<file path="src/rtl/door_servo_sequencer_if.sv">
// rtl/door_servo_sequencer_if.sv - front-panel/mode inputs and servo/status outputs of the door sequencer
interface door_servo_sequencer_if;
    logic [4:0] rise_button;
    logic [1:0] state;
    logic       force_close;
    logic       servo;
    logic       door_open;
    logic       moving;
    logic [1:0] door_history;

    modport master (
        output rise_button, state, force_close,
        input  servo, door_open, moving, door_history
    );

    modport slave (
        input  rise_button, state, force_close,
        output servo, door_open, moving, door_history
    );
endinterface

</file>
<file path="src/rtl/door_servo_sequencer.sv">
// rtl/door_servo_sequencer.sv - door servo sequencer with ramped 50 Hz PWM; DOOR_AUTO_CLOSE_EN builds the auto-close timer
module door_servo_sequencer #(
    parameter int FRAME_CYC         = 1_000_000,
    parameter int OPEN_HT           = 75_000,
    parameter int CLOSE_HT          = 170_000,
    parameter int STEP              = 5_000,
    parameter int AUTO_CLOSE_FRAMES = 250
) (
    input  logic                 clk,
    input  logic                 reset,
    door_servo_sequencer_if.slave bus
);

    localparam int CNT_W = $clog2(FRAME_CYC);
    localparam logic [CNT_W-1:0] LAST_V  = CNT_W'(FRAME_CYC - 1);
    localparam logic [CNT_W-1:0] OPEN_V  = CNT_W'(OPEN_HT);
    localparam logic [CNT_W-1:0] CLOSE_V = CNT_W'(CLOSE_HT);
    localparam logic [CNT_W-1:0] STEP_V  = CNT_W'(STEP);

    if (CLOSE_HT <= OPEN_HT || ((CLOSE_HT - OPEN_HT) % STEP) != 0 ||
        CLOSE_HT >= FRAME_CYC || AUTO_CLOSE_FRAMES < 1) begin : g_bad_cfg
        $error("door_servo_sequencer: inconsistent parameter set");
    end

    typedef enum logic [1:0] {
        ST_CLOSED  = 2'd0,
        ST_OPENING = 2'd1,
        ST_OPEN    = 2'd2,
        ST_CLOSING = 2'd3
    } door_state_e;

    door_state_e      state_q, state_d;
    logic [CNT_W-1:0] cnt_q, cnt_d;
    logic [CNT_W-1:0] ht_q, ht_d;
    logic [1:0]       hist_q, hist_d;
    logic             servo_q, servo_d;

    logic             boundary;
    logic             toggle;
    logic             auto_hit;
    logic             close_req;
    logic             target_d;
    logic [CNT_W-1:0] ht_down;
    logic [CNT_W-1:0] ht_up;
    logic             unused_buttons;

    assign unused_buttons = ^{bus.rise_button[4:2], bus.rise_button[0]};

    assign boundary  = (cnt_q == LAST_V);
    assign toggle    = bus.rise_button[1] && (bus.state == 2'b01);
    assign close_req = bus.force_close || auto_hit ||
                       ((bus.state != 2'b01) && hist_q[0]);

    // Saturating steps written to avoid any wrap of the compare operands.
    assign ht_down = (ht_q >= OPEN_V + STEP_V)  ? ht_q - STEP_V : OPEN_V;
    assign ht_up   = (ht_q <= CLOSE_V - STEP_V) ? ht_q + STEP_V : CLOSE_V;

`ifdef DOOR_AUTO_CLOSE_EN
    localparam int AC_W = $clog2(AUTO_CLOSE_FRAMES + 1);
    localparam logic [AC_W-1:0] AC_LIM = AC_W'(AUTO_CLOSE_FRAMES);

    logic [AC_W-1:0] auto_cnt_q, auto_cnt_d;

    assign auto_hit = (state_q == ST_OPEN) && (auto_cnt_q == AC_LIM);

    // Held at zero outside OPEN, so every entry into OPEN starts a fresh count.
    always_comb begin
        auto_cnt_d = auto_cnt_q;
        if (state_q != ST_OPEN) begin
            auto_cnt_d = '0;
        end else if (boundary && !auto_hit) begin
            auto_cnt_d = auto_cnt_q + 1'b1;
        end
    end

    always_ff @(posedge clk or posedge reset) begin
        if (reset) begin
            auto_cnt_q <= '0;
        end else begin
            auto_cnt_q <= auto_cnt_d;
        end
    end
`else
    assign auto_hit = 1'b0;
`endif

    always_comb begin
        cnt_d = boundary ? '0 : cnt_q + 1'b1;
        servo_d = (cnt_q < ht_q);
    end

    // The ramp step follows the direction held before this cycle's command.
    always_comb begin
        state_d = state_q;
        ht_d    = ht_q;

        if (boundary) begin
            case (state_q)
                ST_OPENING: ht_d = ht_down;
                ST_CLOSING: ht_d = ht_up;
                default:    ht_d = ht_q;
            endcase
        end

        case (state_q)
            ST_CLOSED: begin
                if (toggle && !bus.force_close) state_d = ST_OPENING;
            end
            ST_OPENING: begin
                if (toggle || close_req)               state_d = ST_CLOSING;
                else if (boundary && ht_down == OPEN_V) state_d = ST_OPEN;
            end
            ST_OPEN: begin
                if (toggle || close_req) state_d = ST_CLOSING;
            end
            ST_CLOSING: begin
                if (toggle && !bus.force_close)        state_d = ST_OPENING;
                else if (boundary && ht_up == CLOSE_V) state_d = ST_CLOSED;
            end
            default: state_d = ST_CLOSED;
        endcase
    end

    always_comb begin
        target_d = (state_d == ST_OPENING) || (state_d == ST_OPEN);
        hist_d   = hist_q;
        if (target_d != hist_q[0]) begin
            hist_d = {hist_q[0], target_d};
        end
    end

    always_ff @(posedge clk or posedge reset) begin
        if (reset) begin
            state_q <= ST_CLOSED;
            cnt_q   <= '0;
            ht_q    <= CLOSE_V;
            hist_q  <= 2'b00;
            servo_q <= 1'b0;
        end else begin
            state_q <= state_d;
            cnt_q   <= cnt_d;
            ht_q    <= ht_d;
            hist_q  <= hist_d;
            servo_q <= servo_d;
        end
    end

    assign bus.servo        = servo_q;
    assign bus.door_open    = (state_q == ST_OPEN);
    assign bus.moving       = (state_q == ST_OPENING) || (state_q == ST_CLOSING);
    assign bus.door_history = hist_q;

endmodule

</file>
<file path="src/flat_wrapper.sv">
// flat-port wrapper written by rule: the top's interface ports become plain ports
module door_servo_sequencer_flat 
#(
    parameter int FRAME_CYC         = 1_000_000,
    parameter int OPEN_HT           = 75_000,
    parameter int CLOSE_HT          = 170_000,
    parameter int STEP              = 5_000,
    parameter int AUTO_CLOSE_FRAMES = 250
)
  (clk, reset, bus_rise_button, bus_state, bus_force_close, bus_servo, bus_door_open, bus_moving, bus_door_history);
  door_servo_sequencer_if bus_i ();
  input  logic clk;
  input  logic reset;
  input wire logic [$bits(bus_i.rise_button)-1:0] bus_rise_button;
  input wire logic [$bits(bus_i.state)-1:0] bus_state;
  input wire logic [$bits(bus_i.force_close)-1:0] bus_force_close;
  output wire logic [$bits(bus_i.servo)-1:0] bus_servo;
  output wire logic [$bits(bus_i.door_open)-1:0] bus_door_open;
  output wire logic [$bits(bus_i.moving)-1:0] bus_moving;
  output wire logic [$bits(bus_i.door_history)-1:0] bus_door_history;
  assign bus_i.rise_button = bus_rise_button;
  assign bus_i.state = bus_state;
  assign bus_i.force_close = bus_force_close;
  assign bus_servo = bus_i.servo;
  assign bus_door_open = bus_i.door_open;
  assign bus_moving = bus_i.moving;
  assign bus_door_history = bus_i.door_history;
  door_servo_sequencer #(.FRAME_CYC(FRAME_CYC), .OPEN_HT(OPEN_HT), .CLOSE_HT(CLOSE_HT), .STEP(STEP), .AUTO_CLOSE_FRAMES(AUTO_CLOSE_FRAMES)) u_core (.clk(clk), .reset(reset), .bus(bus_i));
endmodule
</file>
<file path="config.mk">
export PLATFORM = sky130hd
export DESIGN_NAME = door_servo_sequencer_flat
export DESIGN_NICKNAME = d
export VERILOG_FILES = /design/src/rtl/door_servo_sequencer_if.sv /design/src/rtl/door_servo_sequencer.sv /design/src/flat_wrapper.sv
export SDC_FILE = /design/constraint.sdc
export NUM_CORES = 1
export LEC_CHECK = 0
export CORE_MARGIN = 2
export CORE_UTILIZATION = 59
export CTS_CLUSTER_DIAMETER = 100
export DETAILED_ROUTE_END_ITERATION = 8
export PLACE_DENSITY = 0.79
export SYNTH_ARGS = -nofsm -noshare
export SYNTH_HDL_FRONTEND = slang
export SYNTH_SLANG_ARGS = --single-unit
</file>
<file path="constraint.sdc">
create_clock -name clk -period 3.9 [get_ports clk]
set_input_delay 0.39 -clock clk [delete_from_list [all_inputs] [get_ports clk]]
set_output_delay 0.39 -clock clk [all_outputs]
set_load 0.005 [all_outputs]
</file>
# Word level (Yosys, flattened, before mapping)
# Cells that the tools add are included.
dict set report classes {
  add_sub_neg 3
  order_cmp 3
  eq_ne 11
  mux 11
  reduce_logical 13
}
# op count
set op_table {}
lappend op_table {{$mux 20} 3}
lappend op_table {{$pmux 20 s2} 1}
lappend op_table {{$add 20x1->20 const B} 1}
lappend op_table {{$add 20x13->20 const B} 1}
lappend op_table {{$eq 20x17->1 const B} 1}
lappend op_table {{$eq 20x18->1 const B} 1}
lappend op_table {{$eq 20x20->1 const B} 1}
lappend op_table {{$ge 20x17->1 const B} 1}
lappend op_table {{$le 20x18->1 const B} 1}
lappend op_table {{$lt 20x20->1} 1}
lappend op_table {{$sub 20x13->20 const B} 1}
lappend op_table {{$mux 2} 6}
lappend op_table {{$pmux 2 s4} 1}
lappend op_table {{$eq 2x1->1 const B} 3}
lappend op_table {{$eq 2x2->1 const B} 3}
lappend op_table {{$logic_and 1x1->1} 5}
lappend op_table {{$logic_or 1x1->1} 4}
lappend op_table {{$logic_not 2->1} 1}
lappend op_table {{$ne 2x1->1 const B} 1}
lappend op_table {{$reduce_and 2->1} 1}
lappend op_table {{$reduce_bool 2->1} 1}
lappend op_table {{$logic_not 1->1} 1}
lappend op_table {{$ne 1x1->1} 1}
dict set report totals {
  regBits 45
  out_inout_bits 5
  wordCells 46
}

# Logic depth before layout (Yosys ltp)
dict set report logic_depth {
  depth_word 10
  mapped_depth 10
  ltp_nobuf 9
}

# Worst setup path after synthesis
# Ideal clock, no wire load.
dict set report synth_path {
  kind {register to register}
  start {register u_core.ht_q[3]}
  end {register u_core.state_q[0]}
  arrival_ns 2.742
  t_required_ns 3.782
  path_slack_ns 1.040
  stages_incl_launch_ff 11
  n_path_buf 1
  path_cell_list {dfrtp_1 buf_6 inv_1 ha_1 or3b_2 a2111o_1 o31ai_1 nand4_1 o31ai_4 nand4_1 a21o_1}
}
dict set report synth_between {
  elab_chain_len 7
}
# element line_no
set synth_lines {}
lappend synth_lines {{start, declared} door_servo_sequencer.sv:34} ;# logic [CNT_W-1:0] ht_q, ht_d;
lappend synth_lines {{start signal, assigned} door_servo_sequencer.sv:142} ;# ht_q <= ht_d;
lappend synth_lines {{$add 20x13->20 (tied with other cells)} door_servo_sequencer.sv:56} ;# assign ht_up = (ht_q <= CLOSE_V - STEP_V) ? ht_q + STEP_V : CLOSE_V;
lappend synth_lines {{$mux 20, on equally long branches} {door_servo_sequencer.sv:56, door_servo_sequencer.sv:55}}
lappend synth_lines {{$eq 20x18->1 / $eq 20x17->1 (equally long branches)} {door_servo_sequencer.sv:118, door_servo_sequencer.sv:111}}
lappend synth_lines {{$logic_and 1x1->1, on equally long branches} {door_servo_sequencer.sv:118, door_servo_sequencer.sv:111}}
lappend synth_lines {{$mux 2, on equally long branches} {door_servo_sequencer.sv:118, door_servo_sequencer.sv:111}}
lappend synth_lines {{$mux 2, on equally long branches} {door_servo_sequencer.sv:117, door_servo_sequencer.sv:110}}
lappend synth_lines {{$pmux 2 s4 (*)} door_servo_sequencer.sv:105} ;# case (state_q)
lappend synth_lines {{net u_core.state_d[0]} door_servo_sequencer.sv:32} ;# door_state_e state_q, state_d;
lappend synth_lines {{end signal, assigned} door_servo_sequencer.sv:140} ;# state_q <= state_d;
lappend synth_lines {{end, declared} door_servo_sequencer.sv:32}
# Mark *: on every way through the listed nets, which the timed path passes. The rest lies on a longest branch.
# A chain may end at the register's enable or synchronous reset.

# Worst setup path after layout
# Same ends and word-level chain as after synthesis.

==> reports/qor.csv <==
metric,value,unit
async set or reset register ratio after synthesis,1.00,
Max Clock Skew,9.16,ps
number of enable flip-flop cells after synthesis,0,
clock root buffer,clkbuf_8,
Synth warnings,0,
Core Footprint,5920,um2
"Top FF cell, synth",dfrtp_1,
R2R depth,9,
Pre-Repair DR Iteration Count,5,
die width,82.3,um
crit-path most repeated cell,nand4_1,
Synth Instances,434,
Area Overhead vs Synth,4.32,%
CP max-delay cell,a2111o_1,
Worst Hold Path Cells,1,
number of synthesized register bits,45,
global route overflow,0,
crit path DAT,3430,ps
DP HPWL,6.87,mm
CP Class,reg2reg,
"Setup Fix Bufs, Post-CTS",0,
Yosys top cell by area,dfrtp_1,
synthesized area per cell,8.34,um2
pwr dens,234,nW/um2
largest net degree at the start of global routing,46,
CP peak stage delay,550,ps
Max Freq,0.310,GHz
crit-path cells,inv_1 -> ha_1 -> or3b_2 -> a2111o_1 -> o31ai_1 -> nand4_1 -> o31ai_4 -> nand4_1 -> a21o_1,
Die Area,6780,um2
antenna cell count,0,
CTS tree,built,
number of vias per cell,6.56,
pins over their slew limit,0,
slack of the worst reg-to-reg path,670,ps
vias in the first global route,3117,
unrepaired setup endpoints after global routing,false,
Final Hold Fails,0,
# DRC,0,
Iteration-0 DRC Markers,403,
Final setup viols,0,
clock transition at the registers of the reported paths,90,ps
startpoint types,flip-flop,
"Cell Area, Placed",3660,um2
share of cells above drive strength 1,0.0716,
I/O Pins,15,
setup_tns,0,ps
row count,28,
count of cell types in the netlist,65,
GP Congestion,1.06,
"CP delay by family, top",compound AO/OA/AOI/OAI gates,
Hold Crit Class,reg2reg,
initial antenna violation count,0,
overall routing resource usage,0.297,
WL/cell,18.3,um
Total Wirelength,9.31,mm
CTS resizes,0,
Num Clock Sinks,45,
hold-fix buffers at CTS,0,
Vias,3332,
WP data required,4100,ps
post-synth top area share,0.277,
pre-CTS WS,775,ps
Max-Cap Viols,0,
Routed Antenna Nets,0,
IO buf count,10,
Worst Hold Launch,u_core.cnt_q[0],
outcome,"complete, no violations",
Die H,82.3,um
post-synthesis sequential area ratio,0.313,
Synth Cell Area,3620,um2
Slew @ Worst Pin,987,ps
Rel. slew slack,0.335,
reg-to-reg critical path startpoint,u_core.ht_q[3],
Synth area leaders,"dfrtp_1, ha_1, xnor2_1",
PnR worst setup slack,673,ps
total CTS buffers,5,
Post-layout nets,464,
first-pass GRT wire length,15.3,mm
Hold Path Sink,u_core.cnt_q[0],
Starting Density,0.611,
Clock Path Buffers,2,
crit end category,flip-flop,
Buf/Inv on CP,1,
synthesized net count,466,
crit path time final,3230,ps
r2r endpoint,u_core.state_q[0],
post-route cell area,3780,um2
H-tree depth,2,
crit share post-route,0.828,
worst-skew pair later-pin latency,300,ps
maximum vdd drop,0.000212,V
LEAKAGE,1.59,nW
critical path peak fanout,10,
==> through the flow <==
step | hold slack (ps) | utilization | cells | total power [mW]
floorplan | 459 | - | 434 | 0.506
global placement | 490 | 0.619 | 500 | 0.525
detailed placement | 511 | 0.619 | 500 | 0.526
CTS | 524 | 0.638 | 508 | 0.892
global route | 558 | 0.638 | 508 | 0.915
finish | 518 | 0.638 | 508 | 0.885
==> kinds of logic after synthesis <==
family          count (synthesis)  share of synthesized area
compound gates                119                      0.221
xor+xnor                       33                     0.0798
fa+ha+maj                      22                     0.0760
buf+inv                        50                     0.0774
flops                          45                      0.313
mux                             1                    0.00311
simple gates                  164                      0.230
==> layout by cell type (no fill, tap or decap), drive strengths merged, types with 2 or more instances in the layout <==
master	netlist	routed
nor2	43	43
dfrtp	40	40
nand2	33	33
o21ai	30	30
inv	26	26
nand3	22	22
ha	22	22
xnor2	21	21
a21oi	19	19
nor3	16	16
xor2	12	12
nand4	10	10
clkdlybuf4s50	0	10
a21o	9	9
o31ai	9	9
a31oi	8	8
a211oi	8	8
o22ai	6	6
clkbuf	20	6
or4	5	5
or2	5	5
dfstp	5	5
nor4	5	5
and3	4	4
nor2b	4	4
buf	3	4
or3	4	4
a21boi	3	3
a22o	3	3
nand2b	3	3
a2bb2oi	2	2
o211ai	2	2
o21a	2	2
a221oi	2	2
nor3b	2	2
a2111o	2	2
o21bai	2	2
a2111oi	2	2
clkinv	1	2
and2	2	2
==> worst max-delay path by stage <==
| stage | end | cells after the start | startpoint | slack (ps) |
|---|---|---|---|---|
| after floorplan | u_core.state_q[0] | 10 | u_core.ht_q[3] | 1040 |
| after global placement | u_core.state_q[0] | 9 | u_core.ht_q[3] | 820 |
| after detailed placement | u_core.state_q[0] | 9 | u_core.ht_q[3] | 770 |
| after CTS | u_core.state_q[0] | 9 | u_core.ht_q[3] | 750 |
| after global routing | u_core.state_q[0] | 9 | u_core.ht_q[3] | 500 |
| final | u_core.state_q[0] | 9 | u_core.ht_q[3] | 670 |
==> power by group <==
group / internal, mW / switching (mW) / total, mW
sequential: 0.471 / 0.00293 / 0.474
clock: 0.193 / 0.175 / 0.368
combinational: 0.0193 / 0.0239 / 0.0432
==> per-layer routing <==
metal | share of wire | global-route usage | vias up
met4 | 0.034 | 0.123 | 0
met1 | 0.43 | 0.398 | 1582
met3 | 0.077 | 0.0565 | 32
met2 | 0.46 | 0.469 | 144
li1 | - | - | 1574
met5 | 0 | 0 | -
==> sequential cells by signal, indices dropped and copies added, names as in the netlist <==
signal and count:
u_core.bus.door_history 2, u_core.state_q 2, u_core.bus.servo 1, u_core.cnt_q 20, u_core.ht_q 20
==> synth_stat cells, drive strengths merged (4+ instances only) <==
library cell   n
nand2         33
o31ai          9
o22ai          6
a31oi          8
a21oi         19
xor2          12
a21o           9
dfstp          5
or2            5
and3           4
nor2b          4
a211oi         8
or3            4
xnor2         21
nor3          16
clkbuf        20
or4            5
ha            22
inv           26
nor4           5
nand3         22
o21ai         30
nor2          43
nand4         10
dfrtp         40
==> layout make-up <==
type | count | area (um2)
clock buffer | 6 | 72.6
clock inverter | 2 | 38.8
fill | 501 | 2140
inverter | 27 | 101
multi-input combinational | 339 | 2210
sequential | 45 | 1130
tap | 75 | 93.8
timing repair buffer | 14 | 130
(Power assumes the default switching activity.)
